[src/rtl/puf_challenge_ctrl.sv]
// rtl/puf_challenge_ctrl.sv - ring-oscillator PUF challenge sequencer
// Runs one oscillator-pair race per response bit and hands the response word out over valid/ready.
module puf_challenge_ctrl #(
  parameter int RESP_BITS = 8,
  parameter int CNT_W     = 16,
  parameter int WINDOW    = 1024,
  parameter int SETTLE    = 4
) (
  input  logic                   clk,
  input  logic                   rst_n,
  input  logic                   start,
  input  logic [4*RESP_BITS-1:0] challenge,
  input  logic                   abort,
  output logic                   busy,
  output logic                   osc_en,
  output logic                   cnt_clr,
  output logic [1:0]             sel_a,
  output logic [1:0]             sel_b,
  input  logic [CNT_W-1:0]       cnt_a,
  input  logic [CNT_W-1:0]       cnt_b,
  output logic [RESP_BITS-1:0]   resp,
  output logic                   resp_valid,
  input  logic                   resp_ready,
  output logic                   sat_err
);

  localparam int PH_MAX = (WINDOW > SETTLE) ? WINDOW : SETTLE;
  localparam int PH_W   = $clog2(PH_MAX + 1);
  localparam int IDX_W  = (RESP_BITS > 1) ? $clog2(RESP_BITS) : 1;
  localparam logic [PH_W-1:0]  WIN_LAST = PH_W'(WINDOW - 1);
  localparam logic [PH_W-1:0]  SET_LAST = PH_W'(SETTLE - 1);
  localparam logic [IDX_W-1:0] IDX_LAST = IDX_W'(RESP_BITS - 1);

  typedef enum logic [2:0] {
    S_IDLE, S_CLEAR, S_RUN, S_SETTLE, S_COMPARE, S_DONE
  } state_t;

  state_t                 state, state_nxt;
  logic [PH_W-1:0]        ph_cnt;
  logic [IDX_W-1:0]       idx;
  logic [4*RESP_BITS-1:0] chal_q;
  logic                   accept;
  logic                   aborting;

  assign accept   = (state == S_IDLE) && start && !abort;
  assign aborting = (state != S_IDLE) && abort;

  always_ff @(posedge clk or negedge rst_n) begin
    if (!rst_n) state <= S_IDLE;
    else        state <= state_nxt;
  end

  always_comb begin
    state_nxt = state;
    case (state)
      S_IDLE:    if (accept) state_nxt = S_CLEAR;
      S_CLEAR:   state_nxt = S_RUN;
      S_RUN:     if (ph_cnt == WIN_LAST) state_nxt = S_SETTLE;
      S_SETTLE:  if (ph_cnt == SET_LAST) state_nxt = S_COMPARE;
      S_COMPARE: state_nxt = (idx == IDX_LAST) ? S_DONE : S_CLEAR;
      S_DONE:    if (resp_ready) state_nxt = S_IDLE;
      default:   state_nxt = S_IDLE;
    endcase
    if (aborting) state_nxt = S_IDLE;
  end

  // The challenge register shifts one slice per bit so the live selects are always its low nibble.
  always_ff @(posedge clk or negedge rst_n) begin
    if (!rst_n) begin
      ph_cnt  <= '0;
      idx     <= '0;
      chal_q  <= '0;
      resp    <= '0;
      sat_err <= 1'b0;
    end else begin
      if ((state == S_RUN && state_nxt == S_RUN) ||
          (state == S_SETTLE && state_nxt == S_SETTLE))
        ph_cnt <= ph_cnt + PH_W'(1);
      else
        ph_cnt <= '0;

      if (accept) begin
        chal_q  <= challenge;
        resp    <= '0;
        sat_err <= 1'b0;
        idx     <= '0;
      end else if (aborting) begin
        resp <= '0;
        idx  <= '0;
      end else if (state == S_COMPARE) begin
        resp[idx] <= (cnt_a > cnt_b);
        if ((&cnt_a) || (&cnt_b)) sat_err <= 1'b1;
        if (idx != IDX_LAST) begin
          idx    <= idx + IDX_W'(1);
          chal_q <= chal_q >> 4;
        end
      end
    end
  end

  assign busy       = (state != S_IDLE);
  assign osc_en     = (state == S_RUN);
  assign cnt_clr    = (state == S_CLEAR);
  assign resp_valid = (state == S_DONE);
  assign sel_a      = busy ? chal_q[1:0] : 2'd0;
  assign sel_b      = busy ? chal_q[3:2] : 2'd0;

endmodule

[config.mk]
export PLATFORM = sky130hd
export DESIGN_NAME = puf_challenge_ctrl
export DESIGN_NICKNAME = d
export VERILOG_FILES = /design/src/rtl/puf_challenge_ctrl.sv
export SDC_FILE = /design/constraint.sdc
export NUM_CORES = 1
export LEC_CHECK = 0
export CAP_MARGIN = 40
export CORE_ASPECT_RATIO = 1.1
export CORE_MARGIN = 2
export CORE_UTILIZATION = 49
export DETAILED_ROUTE_END_ITERATION = 8
export PLACE_DENSITY = 0.8
export SETUP_SLACK_MARGIN = 0.3
export SYNTH_ARGS = -nofsm -noshare
export SYNTH_HDL_FRONTEND = slang
export SYNTH_SLANG_ARGS = --single-unit
[constraint.sdc]
create_clock -name clk -period 2.2 [get_ports clk]
set_clock_uncertainty 0.15 [all_clocks]
set_input_delay 0.33 -clock clk [delete_from_list [all_inputs] [get_ports clk]]
set_output_delay 0.33 -clock clk [all_outputs]
set_load 0.05 [all_outputs]
==> run_results.csv, run 1 <==
group,metric,value,unit
outcome,status,"finished clean",
sta,fin_tns_setup,0,ps
logic_synthesis,yosysSeqAreaShare,0.440,
worst_setup_path,crit_type,"flip-flop to flip-flop",
power,swShare,0.350,
floorplanning,die_y,90.0,µm
logic_synthesis,synth_warnings,0,
clock_tree,cts_root_buf,"clkbuf_8",
floorplanning,die-width,82.2,µm
logic_synthesis,avgSynthCellArea,8.98,µm²
logic_synthesis,synthCells,367,
worst_setup_path,crit_fanout,7,
global_routing,grt_max_degree,39,
layout,design_area,0.00546,mm²
layout,syn_to_final_growth,65.8,%
worst_setup_path,start_kind,"flip-flop",
floorplanning,num_rows,31,
worst_setup_path,path_buf_inv,1,
layout,nets,585,
route,wl,11500,µm
worst_setup_path,critPathCaptureType,"flip-flop",
power,ir_worst_vdd,0.000708,V
logic_synthesis,synth_cell_types,57,
power,leakagePower,0.00235,µW
place,portBuffers,85,
floorplanning,core-area,0.00656,mm²
sta,period_share,0.930,
worst_setup_path,path_cells,"ha_2, ha_4, nand3b_1, a21o_4, a222oi_1, inv_1",
clock_tree,insertion_delay,340,ps
clock_tree,ctsHtreeMaxLevel,3,
layout,antenna_cells,0,
global_routing,antenna_found_initial,0,
place,post-place-cells,538,
clock_tree,cts.clk_slew.worst_paths,70,ps
sta,hold_slack,345,ps
route,drt_pass1_iterations,5,
worst_setup_path,required,2270,ps
logic_synthesis,syn_nets,455,
layout,layout.cells.non_filler,584,
route,avgViaCountPerCell,5.97,
worst_setup_path,cp.arrival,2120,ps
logic_synthesis,syn_area,0.00330,mm²
sta,hold_viol,0,
worst_setup_path,worstRegToRegCells,6,
route,wl_per_cell,19.6,µm
layout,final_layout_size_suffix_gt1_frac,0.373,
clock_tree,clock-sinks,58,
place,place_area,0.00442,mm²
power,clockPowerShare,0.289,
place,hpwlAfterDp,6220,µm
route,first_iter_violations,192,
worst_setup_path,crit_path_max_incr_delay,380,ps
sta,max-slew-margin-rel,0.654,
sta,timing.fmax,0.489,GHz
logic_synthesis,synth_edf_count,0,
sta,rsz0062_at_grt,"yes",
sta,period_needed,2050,ps
clock_tree,cts_made_buffers,9,
clock_tree,cts_tree,"built",
run,drv_cap,0,
power,p_per_area,728,mW/mm²
worst_setup_path,cp_slowest_cell,"dfrtp_1",
clock_tree,clockBufferDepth,2,
sta,drv_slew,0,
power,combPwrFrac,0.354,
power,power.total,3980,µW
global_routing,gr-total-overflow,0,
floorplanning,ios,86,
global_routing,grt_usage,0.276,
logic_synthesis,ys_async_sr_fraction,1.00,
route,post-route-drc-count,0,
floorplanning,initial_core_util,0.503,
logic_synthesis,ys.flop_type,"dfrtp_1",
logic_synthesis,synth_seq_cells,58,
sta,finalSetupViolCount,0,
route,vias,3489,
power,p_sw,1390,µW
power,p_int,2590,µW
min_path,min_path_type,"input port to async pin",
route,ant_nets,0,
place,gp_congestion,0.878,
worst_setup_path,cp_num_cells,6,
sta,tightest_slew,519,ps
power,p_seq_frac,0.358,
floorplanning,die_area,0.00740,mm²
worst_setup_path,critical-path-top-delay-family,"compound AO/OA/AOI/OAI gates",
global_routing,grt_pass1_wl,15800,µm
global_routing,grt_pass1_vias,3347,
[routing by layer]
layer,share of wire,global-route usage,vias up
met2,0.52,0.464,164
met4,0.043,0.114,0
met5,0,0,-
met3,0.055,0.0512,52
li1,-,-,1579
met1,0.38,0.341,1694
[cell families after synthesis]
logic type / share of synthesized area
compound gates: 0.170
mux: 0.00607
simple gates: 0.236
flops: 0.440
xor+xnor: 0.0239
buf+inv: 0.0516
fa+ha+maj: 0.0721
[power by group through the flow]
stage,Combinational (µW),Sequential (µW),Clock (µW)
4_1_cts,1230,1390,1140
6_report,1410,1420,1150
3_5_place_dp,1070,1410,0
3_3_place_gp,1040,1400,0
2_1_floorplan,504,1530,0
5_1_grt,1500,1440,1200
[path summary, 6_finish.rpt]
| check | startpoint | endpoint | slack, ps |
|---|---|---|---|
| hold reg to reg | chal_q[3] | chal_q[3] | 360 |
| hold / removal | rst_n | resp[6] | 340 |
| max in group asynchronous | rst_n | state[2] | 950 |
| min in group clk | chal_q[3] | chal_q[3] | 360 |
| setup reg to reg | idx[0] | chal_q[8] | 150 |
| setup / recovery | idx[0] | chal_q[8] | 150 |
[metrics by stage]
step / setup slack (ps) / utilization
6_report: 153 / 0.833
5_1_grt: 94.1 / 0.833
4_1_cts: 251 / 0.773
3_5_place_dp: -375 / 0.674
3_3_place_gp: -274 / 0.674
2_1_floorplan: 245 / -
[flip-flops by register name, summed over array words and instances (netlist names)]
| signal | flops |
|---|---|
| chal_q | 32 |
| resp | 8 |
| ph_cnt | 11 |
| sat_err | 1 |
| idx | 3 |
| state | 3 |
[area by class of cell]
type / instances / area, µm²
flip-flops and latches: 58 / 1460
well taps: 82 / 103
inverters: 25 / 106
clock inverters: 4 / 73.8
repair buffers: 131 / 1320
fillers: 333 / 1090
clock buffers: 12 / 155
multi-input cells: 272 / 2250
[layout by cell type (no fill, tap or decap), drive strengths merged, types with 5 or more instances in the layout]
cell type / netlist / layout
clkbuf: 3 / 16
nor3: 6 / 6
a31oi: 6 / 6
nand2b: 5 / 5
nand4: 11 / 11
xnor2: 5 / 5
buf: 11 / 62
dfrtp: 58 / 58
and2: 5 / 5
nand2: 36 / 36
inv: 25 / 25
clkdlybuf4s50: 0 / 34
a21oi: 15 / 15
nor2: 71 / 71
ha: 19 / 19
o22ai: 21 / 21
dlygate4sd2: 0 / 24
a21o: 5 / 6
o21ai: 6 / 6
[cells in the mapped netlist (5+ instances only)]
cell type  count  area [µm²]
xnor2_1        5        43.8
a21oi_1       13        65.1
a21o_1         5        37.5
nand2_1       35         131
a31oi_1        6        37.5
nor2_1        71         267
nand4_1       11        68.8
inv_1         24        90.1
nor3_1         5        25.0
o22ai_1       21         131
dfrtp_1       58        1450
ha_1          19         238
buf_2          7        35.0
nand2b_1       5        31.3
and2_1         5        31.3
o21ai_0        6        30.0
[timing repair]
action	in CTS	in global routing
pin swaps	31	53
gates resized for setup	118	109
setup buffers	12	13
endpoints found under the hold margin	20	0
setup endpoints to repair	57	59
cloned	2	2
hold buffers	1	0
[worst register-to-register path: stages (launching register included)]
cell and delay, ps:
dfrtp_1 380, ha_2 200, ha_4 180, nand3b_1 280
a21o_4 320, a222oi_1 330, inv_1 80
No activity file was read; power rests on OpenSTA's default activity.
==> run 2: changes to the inputs <==
==> constraint.sdc (replaced) <==
create_clock -name clk -period 2.05 [get_ports clk]
set_clock_uncertainty 0.15 [all_clocks]
set_input_delay 0.3075 -clock clk [delete_from_list [all_inputs] [get_ports clk]]
set_output_delay 0.3075 -clock clk [all_outputs]
set_load 0.05 [all_outputs]
==> run_results.csv, run 2 (same netlist as run 1, synthesis figures left out) <==
group,metric,value,unit
outcome,status,"finished, violations left",
outcome,failed_checks,"negative setup slack",
sta,finalSetupViolCount,32,
place,gp_congestion,0.777,
global_routing,gr-total-overflow,0,
worst_setup_path,crit_fanout,14,
clock_tree,cts_root_buf,"clkbuf_8",
sta,max-slew-margin-rel,0.550,
power,leakagePower,0.00253,µW
sta,tightest_slew,670,ps
clock_tree,clock-sinks,58,
floorplanning,die-width,82.2,µm
floorplanning,die_y,90.0,µm
clock_tree,cts_made_buffers,9,
layout,layout_common_cells,"dfrtp_1, nor2_1, buf_4, clkdlybuf4s50_1, buf_6",
route,wl,17200,µm
worst_setup_path,crit_type,"input port to flip-flop",
worst_setup_path,required,2130,ps
layout,multi_input_area,0.00259,mm²
route,vias,4117,
power,p_per_area,772,mW/mm²
sta,fin_tns_setup,-1300,ps
route,wl_per_cell,28.1,µm
run,drv_cap,0,
worst_setup_path,cp.arrival,2280,ps
clock_tree,clockBufferDepth,2,
clock_tree,ctsHtreeMaxLevel,3,
layout,final_common_cell,"dfrtp_1",
floorplanning,die_area,0.00740,mm²
place,place_area,0.00462,mm²
global_routing,antenna_found_initial,1,
clock_tree,insertion_delay,370,ps
route,ant_nets,0,
global_routing,grt_usage,0.358,
worst_setup_path,worstRegToRegCells,9,
global_routing,grt_pass1_vias,3898,
worst_setup_path,critPathCaptureType,"flip-flop",
global_routing,grt_pass1_wl,19900,µm
sta,hold_slack,313,ps
layout,regArea,0.00146,mm²
layout,largest-register,"chal_q",
route,first_iter_violations,366,
min_path,min_path_type,"input port to async pin",
sta,fin_ws,-149,ps
floorplanning,num_rows,31,
sta,hold_viol,0,
route,drt_pass1_iterations,5,
global_routing,grt_max_degree,37,
layout,fillers,202,
layout,nets,613,
floorplanning,core-area,0.00656,mm²
floorplanning,ios,86,
sta,rsz0062_at_grt,"yes",
layout,reg_top3,"chal_q x32, ph_cnt x11, resp x8",
clock_tree,cts.clk_slew.worst_paths,90,ps
sta,period_needed,2200,ps
layout,largest_reg_flops,32,
place,hpwlAfterDp,6300,µm
layout,final_layout_size_suffix_gt1_frac,0.507,
layout,design_area,0.00609,mm²
place,portBuffers,85,
power,ir_worst_vdd,0.000675,V
clock_tree,cts_tree,"built",
route,post-route-drc-count,0,
floorplanning,initial_core_util,0.503,
sta,period_share,1.07,
layout,syn_to_final_growth,84.7,%
sta,timing.fmax,0.455,GHz
layout,fin_util,0.928,
sta,drv_slew,0,
worst_setup_path,start_kind,"input port",
route,avgViaCountPerCell,6.73,
## run 2: power by group
group | leakage, µW | switching [µW] | internal (µW)
logic | 0.00170 | 1040 | 797
registers | 0.000720 | 249 | 1360
clock network | 0.000112 | 548 | 709
## run 2: metrics by stage
step	cells	setup slack, ps	total power (µW)
final	612	-149	4700
after global routing	612	-175	4830
after CTS	597	96.5	4160
after detailed placement	550	-547	2700
after global placement	550	-476	2650
after floorplan	367	107	2210
## run 2: cell type report
type | count | share of cell area
well taps | 82 | 0.0169
inverters | 25 | 0.0195
clock inverters | 5 | 0.0130
multi-input cells | 271 | 0.425
repair buffers | 160 | 0.263
flip-flops and latches | 58 | 0.239
clock buffers | 10 | 0.0226
diodes | 1 | 0.000411
## run 2: layer usage
layer / GRT usage / part of all wire
met5: 0 / 0
met4: 0.199 / 0.10
met3: 0.0783 / 0.093
met2: 0.579 / 0.47
met1: 0.433 / 0.34
## run 2: final timing paths
check | from | to | slack, ps
max reg2reg | idx[0] | chal_q[4] | -130
min | rst_n | resp[4] | 310
max | abort | chal_q[6] | -150
min in group clk | challenge[30] | chal_q[30] | 390
min reg2reg | chal_q[31] | chal_q[31] | 390
max in group asynchronous | rst_n | ph_cnt[4] | 800
## run 2: critical path, stage by stage
cell and delay, ps:
clkdlybuf4s50_1 560, buf_4 260, nand2b_1 250, nor2_4 70, buf_4 200, a222oi_1 490
inv_1 140
## run 2: timing repair
item                                    CTS  global route
hold buffers                              1             0
gates resized for setup                 213            88
gates cloned                              5             0
endpoints found under the hold margin    22             0
pin swaps                                54            36
setup buffers                            26            14
endpoints found under the setup margin   68            70
==> run 3: changes to the inputs <==
--- a/config.mk
+++ b/config.mk
@@ -9,6 +9,8 @@
 export CORE_ASPECT_RATIO = 1.1
 export CORE_MARGIN = 2
 export CORE_UTILIZATION = 49
+export CTS_BUF_LIST = sky130_fd_sc_hd__clkbuf_8 sky130_fd_sc_hd__clkbuf_16
+export CTS_CLUSTER_SIZE = 40
 export DETAILED_ROUTE_END_ITERATION = 8
 export PLACE_DENSITY = 0.8
 export SETUP_SLACK_MARGIN = 0.3
==> results of run 3 <==
No change in the layout: final DEF, timing and power equal those of run 2.
